===== config.mk =====
export PLATFORM = sky130hd
export DESIGN_NAME = click_decoder_flat
export DESIGN_NICKNAME = d
export VERILOG_FILES = /design/src/rtl/click_decoder_if.sv /design/src/rtl/click_decoder.sv /design/src/flat_wrapper.sv
export SDC_FILE = /design/constraint.sdc
export NUM_CORES = 1
export LEC_CHECK = 0
export BUFFER_PORTS_ARGS = -buffer_cell sky130_fd_sc_hd__buf_2
export CAP_MARGIN = 10
export CORE_AREA = 2 2 57 59
export DETAILED_ROUTE_END_ITERATION = 8
export DIE_AREA = 0 0 59 61
export GPL_ROUTABILITY_DRIVEN = 1
export PLACE_DENSITY = 0.73
export SLEW_MARGIN = 10
export SYNTH_ARGS = -nofsm -noshare
export SYNTH_HDL_FRONTEND = slang
export SYNTH_SLANG_ARGS = --single-unit

===== constraint.sdc =====
create_clock -name clk -period 2.3 [get_ports clk]
set_clock_uncertainty 0.15 [all_clocks]
set_input_delay 0.46 -clock clk [delete_from_list [all_inputs] [get_ports clk]]
set_output_delay 0.46 -clock clk [all_outputs]
set_load 0.02 [all_outputs]

===== src/rtl/click_decoder_if.sv =====
// Click event handshake between click_decoder and its consumer.
// master drives the completed group; slave accepts it with click_ready.
interface click_decoder_if;
    logic       click_valid;
    logic [2:0] click_count;
    logic       click_ready;

    modport master (
        output click_valid,
        output click_count,
        input  click_ready
    );

    modport slave (
        input  click_valid,
        input  click_count,
        output click_ready
    );
endinterface


===== src/rtl/click_decoder.sv =====
// Groups debounced press pulses into single/double/triple... click events.
// Optional CLICK_DECODER_DROP_CNT_EN adds a saturating dropped-press counter.
module click_decoder #(
    parameter int WINDOW     = 20,
    parameter int MAX_CLICKS = 3,
    parameter int TMR_W      = 16
) (
    input  logic             clk,
    input  logic             resetn,
    input  logic             press,
    output logic             busy,
`ifdef CLICK_DECODER_DROP_CNT_EN
    output logic [7:0]       drop_cnt,
    input  logic             drop_clr,
`endif
    click_decoder_if.master  cif
);

    typedef enum logic [1:0] {
        IDLE,
        COLLECT,
        HOLD
    } state_t;

    localparam logic [2:0]       MAXC   = 3'(MAX_CLICKS);
    localparam logic [TMR_W-1:0] RELOAD = TMR_W'(WINDOW - 1);

    state_t           state;
    logic [TMR_W-1:0] timer;
    logic [2:0]       count;
    logic             xfer;

    assign xfer = cif.click_valid & cif.click_ready;

    // Saturation and MAX_CLICKS=1 enter HOLD with valid still low;
    // HOLD raises it one edge later. Window expiry raises it on entry.
    always_ff @(posedge clk) begin
        if (!resetn) begin
            state           <= IDLE;
            timer           <= '0;
            count           <= '0;
            busy            <= 1'b0;
            cif.click_valid <= 1'b0;
            cif.click_count <= '0;
        end else begin
            unique case (state)
                IDLE: begin
                    if (press) begin
                        count <= 3'd1;
                        busy  <= 1'b1;
                        if (MAXC == 3'd1) begin
                            state <= HOLD;
                        end else begin
                            state <= COLLECT;
                            timer <= RELOAD;
                        end
                    end
                end
                COLLECT: begin
                    if (press) begin
                        if (count + 3'd1 == MAXC) begin
                            state <= HOLD;
                            count <= MAXC;
                        end else begin
                            count <= count + 3'd1;
                            timer <= RELOAD;
                        end
                    end else if (timer != '0) begin
                        timer <= timer - 1'b1;
                    end else begin
                        state           <= HOLD;
                        cif.click_valid <= 1'b1;
                        cif.click_count <= count;
                    end
                end
                HOLD: begin
                    if (!cif.click_valid) begin
                        cif.click_valid <= 1'b1;
                        cif.click_count <= count;
                    end else if (cif.click_ready) begin
                        cif.click_valid <= 1'b0;
                        cif.click_count <= '0;
                        if (press) begin
                            count <= 3'd1;
                            if (MAXC == 3'd1) begin
                                state <= HOLD;
                            end else begin
                                state <= COLLECT;
                                timer <= RELOAD;
                            end
                        end else begin
                            state <= IDLE;
                            count <= '0;
                            busy  <= 1'b0;
                        end
                    end
                end
                default: begin
                    state <= IDLE;
                    busy  <= 1'b0;
                end
            endcase
        end
    end

`ifdef CLICK_DECODER_DROP_CNT_EN
    logic dropped;

    assign dropped = press & (state == HOLD) & ~xfer;

    always_ff @(posedge clk) begin
        if (!resetn) begin
            drop_cnt <= '0;
        end else if (drop_clr) begin
            drop_cnt <= '0;
        end else if (dropped && drop_cnt != 8'hff) begin
            drop_cnt <= drop_cnt + 8'd1;
        end
    end
`else
    logic unused_xfer;

    assign unused_xfer = xfer;
`endif

endmodule


===== src/flat_wrapper.sv =====
// flat-port wrapper written by rule: the top's interface ports become plain ports
module click_decoder_flat 
#(
    parameter int WINDOW     = 20,
    parameter int MAX_CLICKS = 3,
    parameter int TMR_W      = 16
)
  (clk, resetn, press, busy, cif_click_valid, cif_click_count, cif_click_ready);
  click_decoder_if cif_i ();
  input  logic clk;
  input  logic resetn;
  input  logic press;
  output logic busy;
  output wire logic [$bits(cif_i.click_valid)-1:0] cif_click_valid;
  output wire logic [$bits(cif_i.click_count)-1:0] cif_click_count;
  input wire logic [$bits(cif_i.click_ready)-1:0] cif_click_ready;
  assign cif_click_valid = cif_i.click_valid;
  assign cif_click_count = cif_i.click_count;
  assign cif_i.click_ready = cif_click_ready;
  click_decoder #(.WINDOW(WINDOW), .MAX_CLICKS(MAX_CLICKS), .TMR_W(TMR_W)) u_core (.clk(clk), .resetn(resetn), .press(press), .busy(busy), .cif(cif_i));
endmodule

Yosys cells after proc, flatten, opt, wreduce, memory -nomap -nowiden. Cells that the tools add are included.

Add/subtract/negate cells: 2. Equality and inequality tests: 15. Multiplexer cells: 37. Bitwise logic cells: 1. Reductions and logical operators: 10.

Operators with widths (number): two-way mux 16 bit (6); case mux 16 bit (3 select lines) (1); two-way mux 3 bit (9); AND reduction 5 bit (4); nonzero test 16 bit (1); subtractor 16 x 1 -> 16 bit (second input constant) (1); two-way mux 2 bit (6); inequality test 2 bit (second input constant) (6); two-way mux 1 bit (10); inequality test 3 bit (second input constant) (3); case mux 3 bit (3 select lines) (1); inequality test 3 x 2 -> 1 bit (second input constant) (2); case mux 2 bit (3 select lines) (1); case mux 3 bit (2 select lines) (1); AND reduction 4 bit (1); adder 3 x 1 -> 3 bit (second input constant) (1); equality test 3 x 2 -> 1 bit (second input constant) (1); case mux 1 bit (3 select lines) (1); AND reduction 3 bit (1); nonzero test 3 bit (1); equality test 2 x 1 -> 1 bit (second input constant) (1); equality test 2 bit (second input constant) (1); logical NOT 2 bit (1); inequality test 2 x 1 -> 1 bit (second input constant) (1); 3 further kinds (3).

Register bits after elaboration: 26. Output and inout bits: 5.

Logic depth before layout (Yosys ltp).
Depth after elaboration: 5. Depth in mapped cells: 9. Gate-level depth less buffers: 7.

Worst setup path after synthesis. OpenSTA, ideal clock, no wires.

Path type: register to register. Start: register u_core.state[1]. End: register u_core.timer[5]. Library setup time: 0.070 ns. Data arrival time: 1.927 ns. Data required time: 2.080 ns. Path slack: 0.152 ns. Stages on the path, launching flop included: 9. Buffers on the path: 1. Period minus slack after synthesis: 2.148 ns. Path through: dfxtp_1 -> inv_1 -> ha_1 -> clkbuf_1 -> nor2_1 -> a21oi_1 -> nand3_1 -> or4b_2 -> a21oi_1.

Longest elaborated chain between the ends: 3. Elaborated cells on any way between the ends: 10. Those cells by class: eq/ne: 6; mux: 1; reduce/logical: 3.

Ends and longest elaborated chain: from (decl) (line click_decoder.sv:28) `state_t state;`; from (signal assigned) (line click_decoder.sv:39) `state <= IDLE;`; from (signal assigned) (line click_decoder.sv:52) `state <= HOLD;`; from (signal assigned) (line click_decoder.sv:54) `state <= COLLECT;`; equality test 2 x 1 -> 1 bit (tied with other cells) (line click_decoder.sv:46) `unique case (state)`; inequality test 3 bit (no source line) (tied with other cells); AND reduction 5 bit (no source line); to (signal assigned) (line click_decoder.sv:69) `timer <= timer - 1'b1;`; to (decl) (line click_decoder.sv:29) `logic [TMR_W-1:0] timer;`.

Several ways; a longest one is shown, not always the timed one. A chain may end at the register's enable or synchronous reset.

Worst setup path in the final report.
Start: register u_core.count[0]. End: register u_core.timer[15].

Longest elaborated chain between the ends: 4.

Ends and longest elaborated chain: from (decl) (line click_decoder.sv:30) `logic [2:0] count;`; from (signal assigned) (line click_decoder.sv:65) `count <= count + 3'd1;`; adder 3 x 1 -> 3 bit (line click_decoder.sv:61) `if (count + 3'd1 == MAXC) begin`; equality test 3 x 2 -> 1 bit (line click_decoder.sv:61); inequality test 3 bit (no source line); AND reduction 5 bit (no source line).

No other way between the ends.

==> flow_summary.yaml <==
placed_design:
  hpwl_mm: 2.686
  dpl.cell_count: 230
  io_buffers: 8
  dp_slack_ns: -0.1163
  gp_congestion: 0.8587
power:
  power_density_nw_per_um2: 1117
  finalPower_mw: 1.972
  p_leak_nw: 0.6920
  irDropWorstVdd_v: 0.0005981
cts:
  cts_tree: "done"
  numCtsBuffers: 3
  htree_levels: 1
  clock_sinks: 26
  clk_latency_ns: 0.33
  hold_buffers: 0
  cts-root-buf: "clkbuf_4"
  cts_max_path_buffers: 2
  cts.clk_slew.worst_paths_ns: 0.15
floorplan:
  die_w_um: 59
  start_util_pct: 52.37
  io_pins: 9
  core_um2: 2953
  die-area_um2: 3599
  rows: 20
  die_h_um: 61
finish:
  stdcell_count: 236
  nets: 216
  multi_input_area_um2: 988.4
  regArea_um2: 528.0
  syn2layout_area_growth_pct: 14.16
  drive_gt1_share_pct: 21.67
  diodes: 0
  final_util_pct: 59.79
  n_fill_cell: 265
setup_path:
  criticalPathCategory: "reg -> reg"
  arrival_ns: 2.33
  cp_top_family: "simple AND/OR/NAND/NOR gates"
  required_ns: 2.41
  startpoint: "u_core.count[0]"
  cp_num_cells: 8
  rr_worst_depth: 8
  crit_buf_inv: 2
  critPathCapture: "u_core.timer[15]"
  cpPeakStageDelay_ns: 0.47
  path_cells: "inv_1, ha_1, and3_1, a21oi_2, nand3_2, buf_4, or4_1, a21oi_1"
  crit_fanout: 8
  cp_slowest_cell: "or4_1"
  r2r_start: "u_core.count[0]"
  endpoint_kind: "register"
  rrSetupSlack_ns: 0.08
  start_kind: "register"
  rr_endpoint: "u_core.timer[15]"
timing:
  worstMarginPinSlew_ns: 0.5367
  post-route-period-util_pct: 96.53
  max_freq_mhz: 450.4
  hold_viol: 0
  setup_viol: 0
  setup_slack_ns: 0.07986
  slew_headroom_pct: 63.29
  slew_violations: 0
  min_period_ns: 2.220
drt:
  vias: 1490
  postRouteAntennaNets: 0
  drcViolationCount: 0
  drt_iter0_drc: 131
  detail_route.wirelength_mm: 3.632
  drtPass1Iterations: 4
  avgRoutedWirePerCell_um: 15.39
  via_per_inst: 6.314
job:
  maxCapViolations: 0
min_path:
  holdPathStages: 1
  min_path_type: "reg -> reg"
grt:
  grt_usage_pct: 22.47
  grt-ovfl-total: 0
  antenna_found_initial: 0
  grt_max_degree: 19
  grt_pass1_wl_mm: 6.168
  grt_pass1_vias: 1414
yosys:
  netlist.area_leader.share_pct: 33.66
  synth_area_leaders: "dfxtp_1, ha_1, a21oi_1"
  yosysTopAreaCell: "dfxtp_1"
  synth_edf_count: 0
  syn-num-nets: 198
  synthDistinctLibCells: 41
  ys.warnings.count: 0
  syn_avg_cell_area_um2: 8.314
  ys.flop_type: "dfxtp_1"
  synthTopCellsByCount: "dfxtp_1, a21oi_1, nand2_1, nor2_1, nand3_1"
  syn_area_um2: 1546
  synth_seq_cells: 26
  ys_seq_area_share_pct: 33.66
  synth_cells: 186
  yosysMostFrequentCell: "dfxtp_1"
  synthArstFlopShare_pct: 0
outcome:
  status: "finished, final reports clean"
## stage by stage
stage,instance area [um2],hold slack (ns),setup TNS (ns)
after detailed placement,1668,0.3076,-0.1163
after CTS,1714,0.3059,0
after global placement,1668,0.2951,-0.1093
after global routing,1765,0.3227,-0.05323
final,1765,0.3051,0
after floorplan,1546,0.3121,0
## flip-flops by register name, indices dropped and copies added, names as in the netlist
signal	cells
u_core.busy	1
u_core.cif.click_count	3
u_core.cif.click_valid	1
u_core.count	3
u_core.state	2
u_core.timer	16
## cells in the final DEF (no fill, tap or decap), types with 2 or more instances in the layout
cell type   n
dfxtp_1    22
a21oi_1    17
nand2_1    16
nor2_1     15
buf_4      12
nand3_1    10
o31ai_1    10
inv_1       8
or4_1       8
buf_2       8
ha_1        7
o21ai_0     4
mux2i_1     4
nor3b_1     4
or3_1       4
nor3_1      3
xnor2_1     3
o41ai_1     3
clkbuf_4    3
dfxtp_2     3
a21o_1      2
nor2b_1     2
nor4_4      2
nor4b_1     2
nand4_1     2
a31o_2      2
and2_1      2
nand2b_1    2
nand3_2     2
a211oi_1    2
## how the worst min path moves through the flow
stage	start	slack [ns]	endpoint
2_1_floorplan	u_core.timer[0]	0.31	u_core.timer[0]
3_3_place_gp	u_core.cif.click_count[0]	0.30	u_core.cif.click_count[0]
3_5_place_dp	u_core.cif.click_count[2]	0.31	u_core.cif.click_count[2]
4_1_cts	resetn	0.31	u_core.count[0]
5_1_grt	resetn	0.32	u_core.cif.click_valid
6_report	u_core.timer[0]	0.31	u_core.timer[0]
## area by class of cell
| cell class | instances | share of cell area (%) |
|---|---|---|
| multi-input combinational | 144 | 55.99 |
| sequential | 26 | 29.91 |
| timing repair buffer | 21 | 8.009 |
| tap | 33 | 2.339 |
| clock buffer | 4 | 2.055 |
| inverter | 8 | 1.701 |
## what timing repair did
action	4_1_cts	5_1_grt
pin swaps	0	3
gates resized for setup	5	12
endpoints found under the setup margin	4	18
setup buffers	0	2
## cell families after synthesis
group	count (synthesis)	share of synthesized area, %
AOI/OAI and AO/OA	47	20.23
xor gates and xnor gates	3	1.699
adders and majority gates	8	6.473
buffers and inverters	16	4.693
DFF	26	33.66
muxes	4	2.589
and+or+nand+nor	82	30.66
## report_power, final
group | internal (mW) | total (mW) | switching (mW)
Combinational | 0.469 | 1.07 | 0.597
Sequential | 0.556 | 0.672 | 0.116
Clock | 0.0969 | 0.234 | 0.137
## per-layer routing
metal | routed length [um] | track usage [%]
met1 | 1496 | 24.67
met2 | 1951 | 43.17
met3 | 128 | 4.478
met4 | 56 | 7.143
met5 | 0 | 0
Power figures use the tool's default switching activity.
